--- src/rtl/vec_apu_if.sv ---
// Handshake and data bundle for vec_apu: the requester drives start/op/A/B,
// and the APU returns busy/done with the registered RES and DIST results.
interface vec_apu_if #(
   parameter int N = 4,
   parameter int W = 8
);
   localparam int DW = W + $clog2(N);

   logic                start;
   logic [1:0]          op;
   logic [N-1:0][W-1:0] A;
   logic [N-1:0][W-1:0] B;
   logic                busy;
   logic                done;
   logic [N-1:0][W-1:0] RES;
   logic [DW-1:0]       DIST;

   modport master (output start, op, A, B, input busy, done, RES, DIST);
   modport slave  (input start, op, A, B, output busy, done, RES, DIST);
endinterface

--- src/rtl/vec_apu.sv ---
// Lane-wise vector ALU (SUM/AVG/MAN/MAX) with a registered pairwise adder
// tree that reduces the MAN lane distances to a single Manhattan distance.
module vec_apu #(
   parameter int N = 4,
   parameter int W = 8
) (
   input  logic       clk,
   input  logic       reset,
   vec_apu_if.slave   bus
);
   localparam int L  = $clog2(N);
   localparam int DW = W + L;
   localparam int CW = $clog2(L + 1);

   typedef enum logic [1:0] {IDLE, EXEC, REDUCE, DONE} state_t;

   state_t                  state_reg;
   logic [1:0]              op_reg;
   logic [N-1:0][W-1:0]     a_reg;
   logic [N-1:0][W-1:0]     b_reg;
   logic [N-1:0][W-1:0]     res_reg;
   logic [N-1:0][W-1:0]     lane_next;
   logic [N-1:0][W-1:0]     diff_next;
   logic [N-1:0][DW-1:0]    tree_reg;
   logic [N/2-1:0][DW-1:0]  pair_sum;
   logic [DW-1:0]           dist_reg;
   logic [CW-1:0]           cnt_reg;
   logic                    busy_reg;
   logic                    done_reg;

   for (genvar gi = 0; gi < N; gi++) begin : g_lane
      logic [W:0]   sum_w;
      logic [W-1:0] diff_w;
      logic [W-1:0] lane_w;

      // Sum kept at W+1 bits so AVG retains the carry before halving.
      assign sum_w  = {1'b0, a_reg[gi]} + {1'b0, b_reg[gi]};
      assign diff_w = (a_reg[gi] >= b_reg[gi]) ? (a_reg[gi] - b_reg[gi])
                                               : (b_reg[gi] - a_reg[gi]);
      always_comb begin
         lane_w = '0;
         case (op_reg)
            2'd0:    lane_w = sum_w[W-1:0];
            2'd1:    lane_w = sum_w[W:1];
            2'd2:    lane_w = diff_w;
            default: lane_w = (a_reg[gi] >= b_reg[gi]) ? a_reg[gi] : b_reg[gi];
         endcase
      end
      assign lane_next[gi] = lane_w;
      assign diff_next[gi] = diff_w;
   end

   // In-place tree: each level folds pairs into the lower half; after L levels
   // entry 0 holds the total. Entries are DW wide, so no level can overflow.
   for (genvar gi = 0; gi < N / 2; gi++) begin : g_pair
      assign pair_sum[gi] = tree_reg[2*gi] + tree_reg[2*gi+1];
   end

   always_ff @(posedge clk) begin
      if (reset) begin
         state_reg <= IDLE;
         op_reg    <= '0;
         a_reg     <= '0;
         b_reg     <= '0;
         res_reg   <= '0;
         tree_reg  <= '0;
         dist_reg  <= '0;
         cnt_reg   <= '0;
         busy_reg  <= 1'b0;
         done_reg  <= 1'b0;
      end else begin
         done_reg <= 1'b0;
         case (state_reg)
            IDLE, DONE: begin
               if (bus.start) begin
                  a_reg     <= bus.A;
                  b_reg     <= bus.B;
                  op_reg    <= bus.op;
                  busy_reg  <= 1'b1;
                  state_reg <= EXEC;
               end else begin
                  state_reg <= IDLE;
               end
            end
            EXEC: begin
               res_reg <= lane_next;
               if (op_reg == 2'd2) begin
                  for (int i = 0; i < N; i++) begin
                     tree_reg[i] <= DW'(diff_next[i]);
                  end
                  cnt_reg   <= '0;
                  state_reg <= REDUCE;
               end else begin
                  busy_reg  <= 1'b0;
                  done_reg  <= 1'b1;
                  state_reg <= DONE;
               end
            end
            REDUCE: begin
               for (int i = 0; i < N / 2; i++) begin
                  tree_reg[i] <= pair_sum[i];
               end
               if (cnt_reg == CW'(L - 1)) begin
                  dist_reg  <= pair_sum[0];
                  busy_reg  <= 1'b0;
                  done_reg  <= 1'b1;
                  state_reg <= DONE;
               end else begin
                  cnt_reg <= cnt_reg + 1'b1;
               end
            end
            default: state_reg <= IDLE;
         endcase
      end
   end

   assign bus.busy = busy_reg;
   assign bus.done = done_reg;
   assign bus.RES  = res_reg;
   assign bus.DIST = dist_reg;
endmodule

--- src/flat_wrapper.sv ---
// flat-port wrapper written by rule: the top's interface ports become plain ports
module vec_apu_flat 
#(
   parameter int N = 4,
   parameter int W = 8
)
  (clk, reset, bus_start, bus_op, bus_A, bus_B, bus_busy, bus_done, bus_RES, bus_DIST);
  vec_apu_if #(.N(N), .W(W)) bus_i ();
  input  logic clk;
  input  logic reset;
  input wire logic [$bits(bus_i.start)-1:0] bus_start;
  input wire logic [$bits(bus_i.op)-1:0] bus_op;
  input wire logic [$bits(bus_i.A)-1:0] bus_A;
  input wire logic [$bits(bus_i.B)-1:0] bus_B;
  output wire logic [$bits(bus_i.busy)-1:0] bus_busy;
  output wire logic [$bits(bus_i.done)-1:0] bus_done;
  output wire logic [$bits(bus_i.RES)-1:0] bus_RES;
  output wire logic [$bits(bus_i.DIST)-1:0] bus_DIST;
  assign bus_i.start = bus_start;
  assign bus_i.op = bus_op;
  assign bus_i.A = bus_A;
  assign bus_i.B = bus_B;
  assign bus_busy = bus_i.busy;
  assign bus_done = bus_i.done;
  assign bus_RES = bus_i.RES;
  assign bus_DIST = bus_i.DIST;
  vec_apu #(.N(N), .W(W)) u_core (.clk(clk), .reset(reset), .bus(bus_i));
endmodule
--- config.mk ---
export PLATFORM = sky130hd
export DESIGN_NAME = vec_apu_flat
export DESIGN_NICKNAME = d
export VERILOG_FILES = /design/src/rtl/vec_apu_if.sv /design/src/rtl/vec_apu.sv /design/src/flat_wrapper.sv
export SDC_FILE = /design/constraint.sdc
export NUM_CORES = 1
export LEC_CHECK = 0
export ABC_AREA = 1
export CAP_MARGIN = 25
export CORE_MARGIN = 2
export CORE_UTILIZATION = 34
export DETAILED_ROUTE_END_ITERATION = 6
export SYNTH_ARGS = -nofsm -noshare
export SYNTH_HDL_FRONTEND = slang
export SYNTH_SLANG_ARGS = --single-unit
export TNS_END_PERCENT = 30
--- constraint.sdc ---
create_clock -name clk -period 2.1 [get_ports clk]
set_clock_uncertainty 0.05 [all_clocks]
set_input_delay 0.21 -clock clk [delete_from_list [all_inputs] [get_ports clk]]
set_output_delay 0.21 -clock clk [all_outputs]
set_load 0.01 [all_outputs]
---- Word-level counts from Yosys, hierarchy flattened ----
Index checks and enable logic that the tools add are counted.
storage, ports and cells
  register bits ........................... 150
  input bits .............................. 69
  output and inout bits ................... 44
cells by class
  $add $sub $neg .......................... 15
  $lt $le $gt $ge ......................... 4
  equal/unequal tests ..................... 11
  multiplexer cells ....................... 28
  reduce and logical (&&, ||, !) cells .... 10
operators by type and width
  operator               count
  $pmux W8 S3            4
  $mux W8                8
  $sub A8 B8 Y8          8
  $add A8 B8 Y9          5
  $pmux W20 S2           1
  $ge A8 B8 Y1           4
  $mux W20               1
  $add A10 B10 Y10       1
  $reduce_and A2 Y1      4
  $mux W1                7
  $eq A2 B1 Y1 const B   3
  $eq A2 B2 Y1 const B   3
  $mux W2                3
  $ne A2 B2 Y1 const B   3
  $pmux W2 S3            1
  $reduce_and A3 Y1      2
  $logic_not A2 Y1       2
  $ne A2 B1 Y1 const B   2
  $pmux W2 S2            1
  $pmux W1 S3            1
  $add A2 B1 Y2 const B  1
  $pmux W1 S2            1
  $reduce_bool A2 Y1     1
  $reduce_or A2 Y1       1

---- Logic depth before layout (Yosys ltp) ----
Gate-level depths: netlist of run 1.
  word-level depth ........................ 4
  depth in mapped cells ................... 17
  mapped depth without buffers ............ 17

---- Worst setup path before layout of run 1 ----
Ideal clock, no wire load.
  path type ............................... reg2reg
  from .................................... register u_core.b_reg[25] (netlist bit)
  to ...................................... register u_core.res_reg, in the netlist u_core.bus.RES[27]
  setup time .............................. 117 ps
  arrival ................................. 1961 ps
  data required time ...................... 1933 ps
  setup slack ............................. -28 ps
  stages on the path, launching flop included .. 14
  period minus slack after synthesis ...... 2128 ps
  cells stage by stage .................... dfxtp_1 > inv_1 > fa_1 > nand3_1 > nand3_1 > nand2_1 > nand2_1 > nor2_2 > buf_6 > nand2_1 > nand3_1 > o211ai_1 > nor2_1 > nor2_1
on the way
  word-level cells in the longest chain between the ends .. 3
  elaborated cells on any way between the ends .. 7
  those cells by class .................... 3 x add/sub; 1 x order compare; 3 x mux
ends and longest elaborated chain
  item                                   line                          RTL
  start: declaration                     vec_apu.sv:20                 logic [N-1:0][W-1:0] b_reg;
  start signal: assignment               vec_apu.sv:77                 b_reg <= bus.B;
  $sub A8 B8 Y8 (tied with other cells)  vec_apu.sv:39                 : (b_reg[gi] - a_reg[gi]);
  $mux W8, on equally long branches      vec_apu.sv:38, vec_apu.sv:46
  $pmux W8 S3 *                          vec_apu.sv:42                 case (op_reg)
  end signal: assignment                 vec_apu.sv:86                 res_reg <= lane_next;
  end: declaration                       vec_apu.sv:21                 logic [N-1:0][W-1:0] res_reg;
Every way passes the cells marked *; elsewhere a longest branch is shown, timed or not.
A chain may end at the register's enable or synchronous reset.

---- Worst setup path in the final report of run 1 ----
  from .................................... register u_core.a_reg[16] (netlist bit)
  to ...................................... register u_core.res_reg, in the netlist u_core.bus.RES[19]
on the way
  word-level cells in the longest chain between the ends .. 3
  elaborated cells on any way between the ends .. 7
  those cells by class .................... 3 x add/sub; 1 x order compare; 3 x mux
ends and longest elaborated chain
  item                                   line                          RTL
  start: declaration                     vec_apu.sv:19                 logic [N-1:0][W-1:0] a_reg;
  start signal: assignment               vec_apu.sv:76                 a_reg <= bus.A;
  $sub A8 B8 Y8 (tied with other cells)  vec_apu.sv:39
  $mux W8, on equally long branches      vec_apu.sv:38, vec_apu.sv:46
  $pmux W8 S3 *                          vec_apu.sv:42
Marked as above.

==> results of run 1 <==
## synthesized netlist by cell type, drive strengths merged (12+ instances only)
cell type | count | share of area
o211ai | 12 | 0.0075
nand3 | 173 | 0.074
buf | 39 | 0.024
nor2 | 142 | 0.046
xor2 | 26 | 0.019
a21oi | 171 | 0.075
ha | 114 | 0.12
dfxtp | 149 | 0.25
o21bai | 14 | 0.0088
fa | 14 | 0.023
nand2 | 446 | 0.14
o21ai | 194 | 0.081
inv | 244 | 0.077
clkbuf | 45 | 0.014
nand4 | 20 | 0.010
## cell type report
type / count / area share
Inverter: 245 / 0.05650
Multi-Input combinational cell: 1368 / 0.5076
Sequential cell: 149 / 0.1819
Clock buffer: 17 / 0.02582
Tap cell: 455 / 0.03455
Clock inverter: 15 / 0.01268
Timing Repair Buffer: 337 / 0.1810
## stage by stage
| stage | utilization | cells |
|---|---|---|
| detailed placement | 0.4280 | 2529 |
| global route | 0.4770 | 2586 |
| floorplan | - | 1845 |
| CTS | 0.4561 | 2571 |
| global placement | 0.4280 | 2529 |
| finish | 0.4770 | 2586 |
## cell usage in the layout, fill, tap and decap left out, drive strengths merged, types with 12 or more instances in the layout
master         Yosys  routed
a21oi            171     171
buf               39     224
clkbuf            45      18
clkdlybuf4s50      0     112
dfxtp            149     149
fa                14      14
ha               114     114
inv              244     253
nand2            446     447
nand3            173     173
nand4             20      20
nor2             142     142
o211ai            12      12
o21ai            194     194
o21bai            14      14
xor2              26      26
## worst paths after layout
path / from / end / slack [ns] / cells after the start
worst min register to register: u_core.cnt_reg[1]$_SDFFE_PP0P_ / u_core.cnt_reg[1]$_SDFFE_PP0P_ / 0.41 / 2
worst min-delay path: bus_B[25] / u_core.b_reg[25]$_SDFFE_PP0P_ / 0.33 / 3
worst max register to register: u_core.a_reg[16]$_SDFFE_PP0P_ / u_core.bus.RES[19]$_SDFFE_PP0N_ / -0.05 / 15
worst max-delay path: u_core.a_reg[16]$_SDFFE_PP0P_ / u_core.bus.RES[19]$_SDFFE_PP0N_ / -0.05 / 15
## worst reg2reg max path, stage by stage (launching register included)
cell,delay [ns]
dfxtp_2,0.32
inv_2,0.07
ha_4,0.12
inv_2,0.04
fa_2,0.40
nand3_2,0.10
nand3_4,0.08
nand2_4,0.10
nand2_4,0.05
nor2_4,0.13
buf_6,0.14
nand2_2,0.06
nand3_2,0.06
o211ai_1,0.09
nor2_1,0.18
nor2_1,0.05
## repair_timing
action                     CTS  global route
setup endpoints to repair   47            59
pin swaps                   34            57
resized for setup           83           153
buffers inserted            11            15
gates cloned                 1             1
## power by group through the flow
stage               Sequential [mW]  Clock (mW)  Combinational (mW)
global route                   4.56        3.60                24.9
finish                         4.46        3.44                22.6
CTS                            4.41        3.51                20.2
detailed placement             4.44           0                19.1
floorplan                      4.49           0                11.6
global placement               4.42           0                19.0
## kinds of logic (layout without fill, tap and decap cells)
family	count (synthesis)	in the layout	synth area share
and+or+nand+nor	797	798	0.2835
AOI/OAI and AO/OA	409	409	0.1840
buffers and inverters	329	614	0.1152
DFF	149	149	0.2500
adders and majority gates	128	128	0.1430
xor gates and xnor gates	33	33	0.02422
## routing by layer
layer | GRT usage | vias up | wire (µm)
met1 | 0.2915 | 6098 | 18930
li1 | - | 6519 | -
met3 | 0.02735 | 69 | 1568
met5 | 0 | - | 0
met2 | 0.3627 | 318 | 18640
met4 | 0.07160 | 0 | 1076
==> flow_summary.toml, run 1 <==
[cts]
cts_hold_buf = 0
cts_buffer_depth = 2
clk_pin_slew_ns = 0.07
clockRootBuffer = "clkbuf_16"
cts_made_buffers = 17
cts_sinks = 149
cts_tree = "yes"
h-tree-depth = 4
clkLatencyLatePin_ns = 0.46

[final_layout]
largest_register_ffs = 35
diodes = 0
multi_input_area_um2 = 8363
design_area_um2 = 16480
drive_gt1_frac = 0.2243
fillers = 3556
fin_nets = 2315
register_area_um2 = 2997
areaGrowthSynthToFinish_pct = 38.08

[run_status]
status = "finished, violations left"
violations = "negative setup slack"

[worst_setup_path]
cp.required_ns = 2.40
critical_path_arrival_ns = 2.44
cp_slowest_cell = "fa_2"
start_kind = "flip-flop"
setup.worst_path.class = "reg2reg"
critPathMaxStageDelay_ns = 0.40
path_delay_family = "simple AND/OR/NAND/NOR gates"
crit_buf_inv = 3
crit_fanout = 7
cp_cell_sequence = "inv_2 -> ha_4 -> inv_2 -> fa_2 -> nand3_2 -> nand3_4 -> nand2_4 -> nand2_4 -> nor2_4 -> buf_6 -> nand2_2 -> nand3_2 -> o211ai_1 -> nor2_1 -> nor2_1"
endpoint_kind = "flip-flop"

[synthesis]
syn-num-nets = 2042
ys_async_sr_fraction = 0
synth_cell_types = 41
yosysWarnings = 0
synth-seq-cells = 149
synth_edf_count = 0
netlist_area_um2 = 11930
synth.avg_cell_area_um2 = 6.468
syn_inst = 1845
synth-seq-area-share = 0.2500
ys.flop_type = "dfxtp_1"

[sta]
finalSetupViolCount = 10
fmax_mhz = 465.7
fin_crit_ns = 2.148
slew_violations = 0
setup-tns-final_ns = -0.1689
fin_hold_ws_ns = 0.3253
hold_viol = 0
fin_crit_sh = 1.023
worst_slack_ns = -0.04750
rsz0062_at_grt = "true"
slew_headroom = 0.5832
tightestPinTransition_ns = 0.6245

[power]
powerDensity_nw_per_um2 = 1851
p_leak_nw = 8.026
total_power_mw = 30.51
combinationalPowerShare = 0.741
p_int_mw = 15.29
irDropWorstVdd_mv = 0.8150
p_sw_mw = 15.21
seqPwrFrac = 0.146
clockPowerShare = 0.113
netSwitchingFraction = 0.4986

[drt]
antenna_left = 0
via_per_inst = 5.029
wl_per_cell_um = 15.55
first_pass_iters = 5
num_vias = 13000
wl_mm = 40.22
drtIter0Drc = 844
remaining_drc_errors = 0

[grt]
grtUsageTotal = 0.2182
grt_first_pass_wirelength_mm = 63.61
antenna_found_initial = 0
grt_max_degree = 64
grt-ovfl-total = 0
grt_pass1_vias = 12600

[hold_path]
hold_class = "in2reg"

[floorplan]
die-area_um2 = 36610
dieHeight_um = 191.3
initial_core_util = 0.3454
core_area_um2 = 34540
die_w_um = 191.3
ios = 113
num_rows = 68

[job]
cap_violations = 0

[place]
io_buffer_count = 112
routabilityCongestion = 0.9203
postPlaceCellArea_um2 = 14780
place.detailed.hpwl_mm = 30.24
preCtsSetupSlack_ns = -0.2250
(Power assumes the default switching activity.)
==> inputs of run 2 (changes only) <==
--- a/config.mk
+++ b/config.mk
@@ -5,10 +5,10 @@
 export SDC_FILE = /design/constraint.sdc
 export NUM_CORES = 1
 export LEC_CHECK = 0
-export ABC_AREA = 1
-export CAP_MARGIN = 25
+export ABC_AREA = 0
+export CAP_MARGIN = 20
 export CORE_MARGIN = 2
-export CORE_UTILIZATION = 34
+export CORE_UTILIZATION = 40
 export DETAILED_ROUTE_END_ITERATION = 6
 export SYNTH_ARGS = -nofsm -noshare
 export SYNTH_HDL_FRONTEND = slang
==> flow_summary.toml, run 2 <==
[worst_setup_path]
crit_start = "u_core.a_reg[8]$_SDFFE_PP0P_"
endpoint_kind = "flip-flop"
setup.worst_path.class = "reg2reg"
crit_fanout = 4
crit_path_end = "u_core.bus.RES[14]$_SDFFE_PP0N_"
start_kind = "flip-flop"
r2r_cells = 14
r2r-end = "u_core.bus.RES[14]$_SDFFE_PP0N_"
regToRegSetupSlack_ns = -0.87
critical_path_arrival_ns = 3.26
cp.required_ns = 2.39
r2r_start = "u_core.a_reg[8]$_SDFFE_PP0P_"

[sta]
fmax_mhz = 336.5
fin_crit_sh = 1.415
rsz0062_at_grt = "true"
slew_violations = 0
worst_slack_ns = -0.8718
fin_hold_ws_ns = 0.1232
fin_crit_ns = 2.972
hold_viol = 0
tightestPinTransition_ns = 0.8877
slew_headroom = 0.4060
finalSetupViolCount = 66

[final_layout]
largest_register_ffs = 35
fin_cells = 2164
areaGrowthSynthToFinish_pct = 44.65
drive_gt1_frac = 0.2699
final_cell_mix = "304 x buf_4, 231 x nand2_1, 175 x a21oi_1, 132 x dfxtp_1, 111 x clkdlybuf4s50_1"
fillers = 2504
diodes = 0
design_area_um2 = 15900
fin_nets = 2008
final_common_cell = "buf_4"

[grt]
grt_pass1_vias = 11170
grtUsageTotal = 0.2523
grt-ovfl-total = 0
met1_usage = 0.3467
antenna_found_initial = 0
met3_usage = 0.02682
use_met2 = 0.4199
busiest_layer = "met2"
grt_max_degree = 71
grt_first_pass_wirelength_mm = 57.78

[run_status]
violations = "negative setup slack"
status = "finished, violations left"

[cts]
clockRootBuffer = "clkbuf_16"
cts_buffer_depth = 2
clkLatencyLatePin_ns = 0.44
h-tree-depth = 4
cts_tree = "yes"
cts_hold_buf = 0
cts_made_buffers = 17
clk_pin_slew_ns = 0.06
cts_sinks = 149

[drt]
antenna_left = 0
via_per_inst = 5.245
num_vias = 11350
first_pass_iters = 5
wl_mm = 35.91
drtIter0Drc = 691
remaining_drc_errors = 0
wl_per_cell_um = 16.59

[power]
powerDensity_nw_per_um2 = 1483
p_leak_nw = 6.890
irDropWorstVdd_mv = 0.6401

[synthesis]
syn-num-nets = 1646
syn_inst = 1449
ys_async_sr_fraction = 0
synth_common_cells = "235 x nand2_1, 192 x a21oi_1, 149 x dfxtp_1"
synth-seq-cells = 149
synthTopCellsByArea = "dfxtp_1 27%, ha_1 13%, a21oi_1 8.7%, nand2_1 8.0%, nor2_1 3.8%"
ys.flop_type = "dfxtp_1"
synth_area_leader_cell = "dfxtp_1"
synth_cell_types = 67
netlist.area_leader.share = 0.2714
yosysWarnings = 0
synth_edf_count = 0
synth-seq-area-share = 0.2714
netlist_area_um2 = 10990
synth_most_common_cell = "nand2_1"
synth.avg_cell_area_um2 = 7.585

[place]
io_buffer_count = 112
place.detailed.hpwl_mm = 27.48
placed_cells = 2113
preCtsSetupSlack_ns = -0.9163
routabilityCongestion = 0.8796
postPlaceCellArea_um2 = 14640

[floorplan]
die_w_um = 169.8
ios = 113
initial_core_util = 0.4078
die-area_um2 = 28820
core_area_um2 = 26950
dieHeight_um = 169.8
num_rows = 60

[hold_path]
hold_class = "in2reg"

[job]
cap_violations = 0
## run 2: cell count changes in the layout (fill, tap and decap cells not counted), sizes merged, moves of 18 or more
| cell | before | now |
|---|---|---|
| buf | 224 | 320 |
| nor3 | 2 | 24 |
| a21oi | 171 | 192 |
| o21ai | 194 | 65 |
| mux2i | 0 | 23 |
| a21o | 7 | 28 |
| inv | 253 | 112 |
| nor2 | 142 | 112 |
| nand3 | 173 | 14 |
| nor2b | 0 | 18 |
| xnor2 | 7 | 48 |
| a211oi | 1 | 20 |
| nand2 | 447 | 235 |
## run 2: final cells by class
cell class	instances	area (µm²)	share of cell area
clock buffers	23	488.0	0.03069
repair buffers	431	3616	0.2275
well taps	341	426.7	0.02684
multi-input cells	1101	7809	0.4912
inverters	111	419.2	0.02637
clock inverters	8	122.6	0.007713
flip-flops and latches	149	3017	0.1898
## run 2: logic make-up after synthesis
kind of cell    after synthesis  share of synthesized area
simple gates                447                     0.1738
buf+inv                     199                    0.06842
flops                       149                     0.2714
compound gates              431                     0.2472
mux                          34                    0.03529
xor+xnor                     61                    0.04861
fa+ha+maj                   128                     0.1553
## run 2: worst min path at each step
stage                                        start                             end  slack [ns]  cells after the start
floorplan                                 bus_B[8]    u_core.b_reg[8]$_SDFFE_PP0P_        0.29                      2
global placement    u_core.bus.RES[1]$_SDFFE_PP0N_  u_core.bus.RES[1]$_SDFFE_PP0N_        0.39                      1
detailed placement  u_core.bus.RES[3]$_SDFFE_PP0N_  u_core.bus.RES[3]$_SDFFE_PP0N_        0.39                      2
CTS                                          reset   u_core.b_reg[11]$_SDFFE_PP0P_        0.11                      2
global route                                 reset   u_core.b_reg[17]$_SDFFE_PP0P_        0.14                      2
finish                                       reset   u_core.a_reg[15]$_SDFFE_PP0P_        0.12                      2
## run 2: stage by stage
stage | power [mW] | TNS, ns | utilization
2_1_floorplan | 12.07 | -18.49 | -
3_3_place_gp | 18.04 | -34.73 | 0.5433
3_5_place_dp | 18.17 | -36.45 | 0.5433
4_1_cts | 22.83 | -30.42 | 0.5825
5_1_grt | 25.20 | -39.42 | 0.5899
6_report | 23.58 | -30.01 | 0.5899
## run 2: repair_timing
action                                  4_1_cts  5_1_grt
endpoints found under the setup margin       67       67
setup buffers                                13        8
gates resized for setup                      88       39
gates cloned                                  0        0
pin swaps                                    57       30
## run 2: report_power, final
part / switching (mW) / internal [mW] / total [mW] / leakage (nW)
clock network: 1.27 / 1.99 / 3.26 / 0.300
registers: 0.497 / 3.48 / 3.98 / 1.22
logic: 8.17 / 8.18 / 16.3 / 5.37
## run 2: worst max-delay path: stages, from the launching register on
cell and delay [ns]:
dfxtp_2 0.32, inv_2 0.06, ha_4 0.13, inv_4 0.04, fa_2 0.34, a21o_1 0.20
a2111oi_4 0.40, o21ai_2 0.13, buf_4 0.18, a221oi_2 0.22, o22ai_1 0.12, xnor2_1 0.22
buf_4 0.15, o211ai_1 0.07, a311oi_1 0.25
## run 2: routing by layer
| metal | share of wire | wire length [µm] |
|---|---|---|
| met2 | 0.46 | 16700 |
| met1 | 0.48 | 17330 |
| met3 | 0.034 | 1209 |
| met4 | 0.019 | 674 |
| met5 | 0 | 0 |
